[config.mk]
export PLATFORM = sky130hd
export DESIGN_NAME = mod_sram_arb
export DESIGN_NICKNAME = d
export VERILOG_FILES = /design/src/rtl/mod_sram_arb_pkg.sv /design/src/rtl/mod_sram_arb_prio.sv /design/src/rtl/mod_sram_arb.sv
export SDC_FILE = /design/constraint.sdc
export NUM_CORES = 1
export LEC_CHECK = 0
export ABC_CLOCK_PERIOD_IN_PS = 4500
export BUFFER_PORTS_ARGS = -buffer_cell sky130_fd_sc_hd__buf_2
export CAP_MARGIN = 20
export CORE_MARGIN = 3
export CORE_UTILIZATION = 30
export DETAILED_ROUTE_END_ITERATION = 16
export PLACE_DENSITY = 0.57
export SLEW_MARGIN = 10
export SYNTH_ARGS = -nofsm -noshare
export SYNTH_HDL_FRONTEND = slang
export SYNTH_HIERARCHICAL = 1
export SYNTH_SLANG_ARGS = --single-unit
[constraint.sdc]
create_clock -name clk -period 4.5 [get_ports clk]
set_clock_uncertainty 0.15 [all_clocks]
set_input_delay 0 -clock clk [delete_from_list [all_inputs] [get_ports clk]]
set_output_delay 0 -clock clk [all_outputs]
set_load 0.02 [all_outputs]
[src/rtl/mod_sram_arb_pkg.sv]
// Shared types for the SRAM port arbiter: FSM states and owner ids.
package plp_arb_pkg;

  typedef enum logic {
    ARB_IDLE = 1'b0,
    ARB_BUSY = 1'b1
  } arb_state_t;

  localparam logic [1:0] ARB_NONE = 2'd0;
  localparam logic [1:0] ARB_I    = 2'd1;
  localparam logic [1:0] ARB_D    = 2'd2;
  localparam logic [1:0] ARB_V    = 2'd3;

endpackage

[src/rtl/mod_sram_arb_prio.sv]
// Combinational winner pick: V > D > I, with V demoted once its run limit is hit
// while a CPU requester is waiting.
module arb_prio
  import plp_arb_pkg::*;
#(
  parameter int VGA_MAX_RUN = 4,
  parameter int RUN_W       = 3
) (
  input  logic             i_elig,
  input  logic             d_elig,
  input  logic             v_elig,
  input  logic [RUN_W-1:0] run,
  output logic [1:0]       owner
);

  logic cpu_waiting;
  logic v_allowed;

  assign cpu_waiting = i_elig | d_elig;
  assign v_allowed   = (run < RUN_W'(VGA_MAX_RUN)) | ~cpu_waiting;

  always_comb begin
    owner = ARB_NONE;
    if (v_elig && v_allowed) owner = ARB_V;
    else if (d_elig)         owner = ARB_D;
    else if (i_elig)         owner = ARB_I;
  end

endmodule

[src/rtl/mod_sram_arb.sv]
// Single SRAM port shared by CPU fetch (I), CPU data (D) and VGA reader (V).
// One transaction at a time; the winner's rdy pulses in the first IDLE cycle.
module mod_sram_arb
  import plp_arb_pkg::*;
#(
  parameter int VGA_MAX_RUN = 4,
  parameter int AW          = 32
) (
  input  logic          clk,
  input  logic          rst,
  input  logic          i_req,
  input  logic [AW-1:0] i_addr,
  output logic [31:0]   i_data,
  output logic          i_rdy,
  input  logic          d_req,
  input  logic          d_we,
  input  logic [AW-1:0] d_addr,
  input  logic [31:0]   d_wdata,
  output logic [31:0]   d_rdata,
  output logic          d_rdy,
  input  logic          v_req,
  input  logic [AW-1:0] v_addr,
  output logic [31:0]   v_data,
  output logic          v_rdy,
  output logic          m_req,
  output logic          m_we,
  output logic [AW-1:0] m_addr,
  output logic [31:0]   m_wdata,
  input  logic [31:0]   m_rdata,
  input  logic          m_done,
  output logic          cpu_stall,
  output logic [1:0]    grant
);

  localparam int RUN_W = $clog2(VGA_MAX_RUN + 1);

  arb_state_t       state, next_state;
  logic [1:0]       owner;
  logic [1:0]       pick;
  logic [RUN_W-1:0] run;

  // A port whose rdy is high is still presenting its finished request.
  logic i_elig, d_elig, v_elig;
  assign i_elig = i_req & ~i_rdy;
  assign d_elig = d_req & ~d_rdy;
  assign v_elig = v_req & ~v_rdy;

  arb_prio #(
    .VGA_MAX_RUN(VGA_MAX_RUN),
    .RUN_W      (RUN_W)
  ) u_prio (
    .i_elig(i_elig),
    .d_elig(d_elig),
    .v_elig(v_elig),
    .run   (run),
    .owner (pick)
  );

  assign cpu_stall = (i_req & ~i_rdy) | (d_req & ~d_rdy);
  assign grant     = (state == ARB_BUSY) ? owner : ARB_NONE;

  always_ff @(posedge clk) begin
    if (!rst) state <= ARB_IDLE;
    else      state <= next_state;
  end

  always_comb begin
    next_state = state;
    unique case (state)
      ARB_IDLE: if (pick != ARB_NONE) next_state = ARB_BUSY;
      ARB_BUSY: if (m_done)           next_state = ARB_IDLE;
      default:                        next_state = ARB_IDLE;
    endcase
  end

  always_ff @(posedge clk) begin
    if (!rst) begin
      owner   <= ARB_NONE;
      run     <= '0;
      m_req   <= 1'b0;
      m_we    <= 1'b0;
      m_addr  <= '0;
      m_wdata <= '0;
      i_data  <= '0;
      d_rdata <= '0;
      v_data  <= '0;
      i_rdy   <= 1'b0;
      d_rdy   <= 1'b0;
      v_rdy   <= 1'b0;
    end else begin
      i_rdy <= 1'b0;
      d_rdy <= 1'b0;
      v_rdy <= 1'b0;
      if (state == ARB_IDLE && pick != ARB_NONE) begin
        owner   <= pick;
        m_req   <= 1'b1;
        m_we    <= (pick == ARB_D) ? d_we : 1'b0;
        m_wdata <= (pick == ARB_D) ? d_wdata : 32'd0;
        unique case (pick)
          ARB_I:   m_addr <= i_addr;
          ARB_D:   m_addr <= d_addr;
          default: m_addr <= v_addr;
        endcase
        if (pick == ARB_V) begin
          if (run != RUN_W'(VGA_MAX_RUN)) run <= run + 1'b1;
        end else begin
          run <= '0;
        end
      end else if (state == ARB_BUSY && m_done) begin
        m_req <= 1'b0;
        unique case (owner)
          ARB_I: begin
            i_data <= m_rdata;
            i_rdy  <= 1'b1;
          end
          ARB_D: begin
            // Writes complete without disturbing the last read value.
            if (!m_we) d_rdata <= m_rdata;
            d_rdy <= 1'b1;
          end
          ARB_V: begin
            v_data <= m_rdata;
            v_rdy  <= 1'b1;
          end
          default: ;
        endcase
      end
    end
  end

endmodule

Word-level counts from Yosys, hierarchy flattened
Index checks and enable logic that the tools add are counted.
{ "op_classes": {"n_addsub": 1, "order_cmp": 1, "n_eq_ne": 8, "n_mux": 17, "n_bitwise": 14, "n_reduce_logical": 10} }
{ "op_table": {"columns": ["operator", "n"], "rows": [
  ["32-bit case mux with 2 select lines", 1],
  ["32-bit 2-to-1 mux", 1],
  ["1-bit 2-to-1 mux", 9],
  ["1-bit inverter", 9],
  ["2-bit == test (second input constant)", 4],
  ["2-bit 2-to-1 mux", 3],
  ["3-bit 2-to-1 mux", 2],
  ["3-bit AND reduction", 2],
  ["2-bit by 1-bit == test with 1-bit output (second input constant)", 2],
  ["4-bit AND reduction", 1],
  ["2-bit nonzero test", 2],
  ["3-bit by 1-bit adder with 3-bit output (second input constant)", 1],
  ["1-bit AND", 3],
  ["1-bit logical AND", 3],
  ["3-bit < comparator (second input constant)", 1],
  ["3-bit inequality test (second input constant)", 1],
  ["3-bit OR reduction", 1],
  ["2-bit by 1-bit inequality test with 1-bit output (second input constant)", 1],
  ["1-bit OR", 2],
  ["1-bit case mux with 2 select lines", 1],
  ["2-bit AND reduction", 1]
]} }
{ "totals": {"regBits": 171, "out_inout_bits": 168, "wordCells": 64} }

Logic depth before layout (Yosys ltp)
Gate-level depths: netlist (run 1).
{ "logic_depth": {"word_depth": 11, "mapped_depth": 10, "ltp_nobuf": 8} }

Hierarchy
The synthesis (run 1) kept the hierarchy.
{ "by_module_without_submodules": {"columns": ["mod", "instances", "cells_per_inst", "area_each_um2", "seq_area_each_um2"], "rows": [
  ["mod_sram_arb", 1, 774, 6722.7, 3423.3],
  ["arb_prio", 1, 5, 25.0, 0.0]
]} }

Worst setup path before layout (run 1)
Ideal clock, no wire load.
{ "synth_timing": {"kind": "reg-to-reg", "from": "register v_rdy", "to": "register m_addr[10]", "arrival_time_ns": 2.061, "path_slack_ns": 2.171, "stages_incl_launch_ff": 11, "period_less_slack_ns": 2.329, "cell_sequence": "dfxtp_1 -> nor2b_1 -> inv_1 -> o22ai_1 -> inv_1 -> ha_1 -> buf_2 -> buf_2 -> clkbuf_1 -> nand4_1 -> o2111a_1"} }
{ "synth_via": {"elab_chain_len": 6} }
{ "synth_rtl": {"columns": ["element", "line", "text"], "rows": [
  ["from (decl)", "mod_sram_arb.sv:24", "output logic v_rdy,"],
  ["from (signal assigned)", "mod_sram_arb.sv:89", "v_rdy <= 1'b0;"],
  ["from (signal assigned)", "mod_sram_arb.sv:93", "v_rdy <= 1'b0;"],
  ["from (signal assigned)", "mod_sram_arb.sv:123", "v_rdy <= 1'b1;"],
  ["1-bit inverter *", "mod_sram_arb.sv:46", "assign v_elig = v_req & ~v_rdy;"],
  ["1-bit AND *", "mod_sram_arb.sv:46", null],
  ["named net v_elig", "mod_sram_arb.sv:43", "logic i_elig, d_elig, v_elig;"],
  ["1-bit logical AND *", "mod_sram_arb_prio.sv:24", "if (v_elig && v_allowed) owner = ARB_V;"],
  ["2-bit 2-to-1 mux *", "mod_sram_arb_prio.sv:24", null],
  ["named net pick[0]", "mod_sram_arb.sv:39", "logic [1:0] pick;"],
  ["2-bit == test (tied with other cells)", "mod_sram_arb.sv:99", "unique case (pick)"],
  ["32-bit case mux with 2 select lines / 1-bit logical AND (equally long branches)", "mod_sram_arb.sv:99, mod_sram_arb.sv:94", null],
  ["to (signal assigned)", "mod_sram_arb.sv:100", "ARB_I: m_addr <= i_addr;"],
  ["to (signal assigned)", "mod_sram_arb.sv:101", "ARB_D: m_addr <= d_addr;"],
  ["to (signal assigned)", "mod_sram_arb.sv:102", "default: m_addr <= v_addr;"],
  ["to (decl)", "mod_sram_arb.sv:27", "output logic [AW-1:0] m_addr,"]
]} }
Mark *: on every way through the listed nets, which the timed path passes. The rest lies on a longest branch.
A chain may end at the register's enable or synchronous reset.

Final worst setup path (run 1)
{ "layout_timing": {"from": "register v_rdy", "to": "register m_addr[1]"} }
Same word-level chain as after synthesis.

==> results.json, run 1 <==
{
  "synth.largest_area_cell": "dfxtp_1",
  "grt_max_degree": 100,
  "track_usage_pct": 18.52,
  "drt-initial-drc-count": 463,
  "synth_cells": 779,
  "coreArea_sq_mm": 0.02196,
  "grt_pass1_vias": 7146,
  "hold_ws_ns": 0.05141,
  "hpwl_um": 15220,
  "rows": 54,
  "die_area_sq_mm": 0.02433,
  "cts_inserted_buffers": 17,
  "synthTopCellsByArea": "dfxtp_1 (51%), nand2_1 (9.2%), nand3_1 (7.3%), o2111a_1 (5.3%), mux2i_1 (4.7%)",
  "endpoint_kind": "register",
  "placed_cells": 1327,
  "ys_warn_count": 6,
  "hold_path_class": "in2reg",
  "synthAdderAreaFrac_pct": 1.113,
  "crit_arrival_ns": 3.59,
  "viasPerCell": 4.823,
  "ant_nets": 0,
  "path_max_fanout": 71,
  "slew_viol_final": 0,
  "ys.flop_type": "dfxtp_1",
  "grt_overflow": 0,
  "outcome": "complete, no violations",
  "routed_wl_um": 23540,
  "post-route-util_pct": 47.56,
  "yosysMostFrequentCell": "dfxtp_1",
  "syn_area_sq_mm": 0.006748,
  "worstMarginPinSlew_ns": 1.067,
  "firstDrtPassIters": 4,
  "clock-root-buffer": "clkbuf_16",
  "finalCritPeriodShare_pct": 76.05,
  "r2r_slack_ns": 1.08,
  "setup_viol": 0,
  "num-nets-final": 1369,
  "holdPathStages": 6,
  "syn_avg_cell_area_sq_um": 8.662,
  "criticalPathCategory": "reg2reg",
  "cts_tree": "yes",
  "instances_no_fill": 1489,
  "synthSimpleGateAreaFrac_pct": 24.31,
  "synth-xor-area-share_pct": 0,
  "vias": 7182,
  "async_reset_ff_share_pct": 0,
  "ys_types": 33,
  "hp-start": "v_req",
  "antenna_found_initial": 0,
  "numPortBuffers": 334,
  "seqCellArea_sq_mm": 0.003423,
  "required_ns": 4.66,
  "wl_per_cell_um": 15.81,
  "timing_hold_violations_final": 0,
  "max-clock-path-buffers": 2,
  "synth_seq_cells": 171,
  "worstSetupStartpoint": "v_rdy",
  "max_slew_margin_pct": 28.87,
  "seq_area_frac_synth_pct": 50.73,
  "rsz0062_at_grt": "false",
  "cts.sinks": 171,
  "nFillCells": 2148,
  "synth_top_family_by_area": "simple AND/OR/NAND/NOR gates",
  "grt_pass1_wl_um": 36840,
  "synth.top_cell.area_share_pct": 50.73,
  "reg2regPathDepth": 10,
  "initial_core_util_pct": 30.73,
  "muxShareOfSynthArea_pct": 4.747,
  "synth_edf_count": 0,
  "fmax_mhz": 292.2,
  "layout_setup_ws_ns": 1.078,
  "cap_viol_max_count": 0,
  "clock_latency_ns": 0.42,
  "gp_congestion": 0.7460,
  "place_ws_ns": 1.675,
  "area_delta_synth_final_pct": 54.78,
  "drc_errors": 0,
  "synth_compound_area_share_pct": 13.57,
  "tns_ns": 0,
  "dieHeight_um": 156.0,
  "fin_crit_ns": 3.422,
  "syn-num-nets": 952,
  "drive_gt1_share_pct": 31.51,
  "clkTransAtPathRegs_ns": 0.08,
  "p_per_area_mw_per_mm2": 358.8,
  "io-pin-count": 335,
  "die-width_um": 156.0,
  "diodes": 0,
  "leakage_nw": 4.671,
  "r2r_start": "v_rdy",
  "critPathLaunchType": "register",
  "ir_worst_vdd_mv": 0.2289,
  "synth_common_cells": "dfxtp_1 (171), nand2_1 (165), nand3_1 (98), o21ai_0 (64), a21oi_1 (38)",
  "multi_input_area_sq_mm": 0.002969,
  "htreeDepth": 4
}
placed cells by master (no fill, tap or decap), types with 5 or more instances in the layout:
cell	count
buf_2	333
dfxtp_1	171
nand2_1	165
dlygate4sd3_1	130
nand3_1	98
o21ai_0	64
a21oi_1	38
nand4_1	34
mux2i_1	32
or3_1	32
o2111a_1	32
clkbuf_16	17
buf_4	9
inv_6	6
inv_1	5
nor2_1	5
clkinv_8	5
cells by family after synthesis:
family                   Yosys count
multiplexers                      32
buffers and inverters             81
AND/OR/NAND/NOR                  349
AO/OA/AOI/OAI                    140
adder cells (fa/ha/maj)            6
flip-flops                       171
layout make-up:
| cell class | instances | area share [%] |
|---|---|---|
| timing repair buffer | 473 | 29.26 |
| inverter | 6 | 0.2156 |
| multi-input combinational | 527 | 28.43 |
| clock inverter | 15 | 1.893 |
| clock buffer | 17 | 4.073 |
| tap | 280 | 3.354 |
| sequential | 171 | 32.78 |
final timing paths:
kind                                    end
worst max-delay path              m_addr[1]
worst min register to register  m_wdata[17]
worst min-delay path               owner[0]
worst max register to register    m_addr[1]
power breakdown:
group | internal [mW] | total (mW) | switching (mW)
clock | 0.810 | 1.54 | 0.730
sequential | 1.57 | 1.61 | 0.0344
combinational | 0.274 | 0.598 | 0.325
total | 2.66 | 3.75 | 1.09
repair_timing:
| item | 4_1_cts | 5_1_grt |
|---|---|---|
| gates resized for setup | 0 | 0 |
| hold buffers | 130 | 0 |
| buffers inserted | 0 | 0 |
| hold endpoints to repair | 164 | 0 |
worst max-delay path, stage by stage (launching register included):
cell and delay, ns:
dfxtp_1 0.31, nor2b_1 0.19, inv_1 0.07, o22ai_1 0.30, inv_1 0.12, ha_2 0.24, nor2_4 0.62, buf_12 0.37
nand4_1 0.15, o2111a_1 0.22, dlygate4sd3_1 0.55
registers in the layout (all words and copies together) (netlist names):
| register | flops |
|---|---|
| state | 1 |
| run | 3 |
| m_wdata | 32 |
| m_we | 1 |
| d_rdata | 32 |
| d_rdy | 1 |
| i_rdy | 1 |
| v_rdy | 1 |
| v_data | 32 |
| m_addr | 32 |
| owner | 2 |
| m_req | 1 |
| i_data | 32 |
metrics by stage:
stage	instance area, sq um	total power, mW
after floorplan	6748	1.935
after global placement	8519	2.122
after detailed placement	8519	2.125
after CTS	10440	3.806
after global routing	10440	3.916
final	10440	3.747
metal layers:
| layer | global-route usage [%] | wire length [um] |
|---|---|---|
| met5 | 0 | 0 |
| met2 | 31.57 | 11330 |
| met1 | 22.00 | 9811 |
| met4 | 5.551 | 388 |
| met3 | 6.463 | 2008 |
Power figures use the tool's default switching activity.
==> inputs of run 2 (changes only) <==
- ABC_CLOCK_PERIOD_IN_PS: 4500 -> 3400
- clock period: 4.5 -> 3.4 ns (I/O delays scaled with it)
==> run 2 against run 1 <==
Effect of this change: count of clock-buffer cells in the layout unchanged; die area stayed put; sequential share of layout area shrank 0.23 points; via count grew 0.72%; worst setup slack worse by 0.79 ns; power is 32% higher; sequential power up 32%; worst hold slack gained 0.00086 ns; routed wire length up 1.7%; first-iteration DRC count is 4.8% higher; critical path depth shrank 1; final cell count grew 0.40%; critical path type unchanged; critical endpoint is now m_addr[13].
==> results.json, run 2 (synthesis results as in run 1) <==
{
  "crit_arrival_ns": 3.27,
  "finalCritPeriodShare_pct": 91.39,
  "instances_no_fill": 1495,
  "mostFrequentLayoutCell": "buf_2",
  "clock_latency_ns": 0.42,
  "fmax_mhz": 321.8,
  "p_per_area_mw_per_mm2": 471.0,
  "die_area_sq_mm": 0.02433,
  "rows": 54,
  "drt-initial-drc-count": 485,
  "layout_setup_ws_ns": 0.2927,
  "ant_nets": 0,
  "tns_ns": 0,
  "cts_setup_buffers": 0,
  "max_slew_margin_pct": 40.82,
  "wl_per_cell_um": 16.01,
  "initial_core_util_pct": 30.73,
  "p_total_mw": 4.954,
  "firstDrtPassIters": 4,
  "antenna_found_initial": 0,
  "diodes": 0,
  "drc_errors": 0,
  "routed_wl_um": 23930,
  "grt_overflow": 0,
  "hold_ws_ns": 0.05227,
  "io-pin-count": 335,
  "endpoint_kind": "register",
  "cts_tree": "yes",
  "final_cell_mix": "buf_2 (333), dfxtp_1 (171), nand2_1 (165)",
  "gp_congestion": 0.7956,
  "viasPerCell": 4.839,
  "grt_pass1_wl_um": 37850,
  "leakage_nw": 4.711,
  "dieHeight_um": 156.0,
  "p_clk_share_pct": 40.8,
  "r2r_slack_ns": 0.29,
  "vias": 7234,
  "track_usage_pct": 19.06,
  "die-width_um": 156.0,
  "critPathLaunchType": "register",
  "max-clock-path-buffers": 2,
  "p_switching_mw": 1.434,
  "cts.sinks": 171,
  "fin_crit_ns": 3.107,
  "combPwrFrac_pct": 16.2,
  "path_max_fanout": 68,
  "hold_path_class": "in2reg",
  "rsz0062_at_grt": "false",
  "worstMarginPinSlew_ns": 0.8830,
  "internal_power_mw": 3.520,
  "switching_share_pct": 28.94,
  "place_ws_ns": 0.8590,
  "coreArea_sq_mm": 0.02196,
  "num-nets-final": 1375,
  "cap_viol_max_count": 0,
  "clkTransAtPathRegs_ns": 0.08,
  "grt_pass1_vias": 7254,
  "seqPwrFrac_pct": 43.0,
  "required_ns": 3.57,
  "hpwl_um": 15710,
  "grt_max_degree": 69,
  "criticalPathCategory": "reg2reg",
  "cts_inserted_buffers": 17,
  "drive_gt1_share_pct": 31.69,
  "htreeDepth": 4,
  "outcome": "complete, no violations",
  "ir_worst_vdd_mv": 0.2913,
  "setup_viol": 0,
  "numPortBuffers": 334,
  "clock-root-buffer": "clkbuf_16",
  "timing_hold_violations_final": 0,
  "area_delta_synth_final_pct": 55.89,
  "slew_viol_final": 0,
  "placed_cells": 1331
}
## run 2: final timing paths
check	from	endpoint	cells past startpoint
min reg2reg	m_wdata[4]	m_wdata[4]	2
max	v_rdy	m_addr[13]	9
max reg2reg	v_rdy	m_addr[13]	9
min	v_req	owner[1]	5
## run 2: what timing repair did
item,4_1_cts,5_1_grt
setup endpoints to repair,0,1
hold buffers,132,0
hold endpoints to repair,165,0
resized for setup,0,0
## run 2: power groups by stage
stage          registers, mW  logic, mW  clock network [mW]
3_3_place_gp            2.17      0.644                   0
4_1_cts                 2.13      0.801                2.08
3_5_place_dp            2.18      0.648                   0
2_1_floorplan           2.26      0.298                   0
5_1_grt                 2.14      0.877                2.16
6_report                2.13      0.805                2.02
## run 2: critical path, cell delays in order (launching register included)
cell	delay, ns
dfxtp_1	0.31
nor2b_1	0.17
inv_1	0.06
o22ai_1	0.32
inv_1	0.12
ha_2	0.24
or2_4	0.49
or3_1	0.41
o2111a_1	0.14
dlygate4sd3_1	0.56
## run 2: stage by stage
stage	util [%]	instance area, sq um
floorplan	-	6748
global placement	39.05	8574
detailed placement	39.05	8574
CTS	47.90	10520
global route	47.90	10520
finish	47.90	10520
## run 2: final cells by class
cell class	instances	area, sq um
Clock buffer	17	425.4
Clock inverter	15	197.7
Tap cell	280	350.3
Timing Repair Buffer	479	3131
Multi-Input combinational cell	527	2969
Sequential cell	171	3423
Inverter	6	22.52
Fill cell	2172	11440
## run 2: layer usage
layer	GRT usage, %	up-vias	routed length, um
met4	6.392	0	546
met3	6.630	38	2061
met2	32.52	297	11410
met5	0	-	0
li1	-	3592	-
met1	22.36	3307	9911
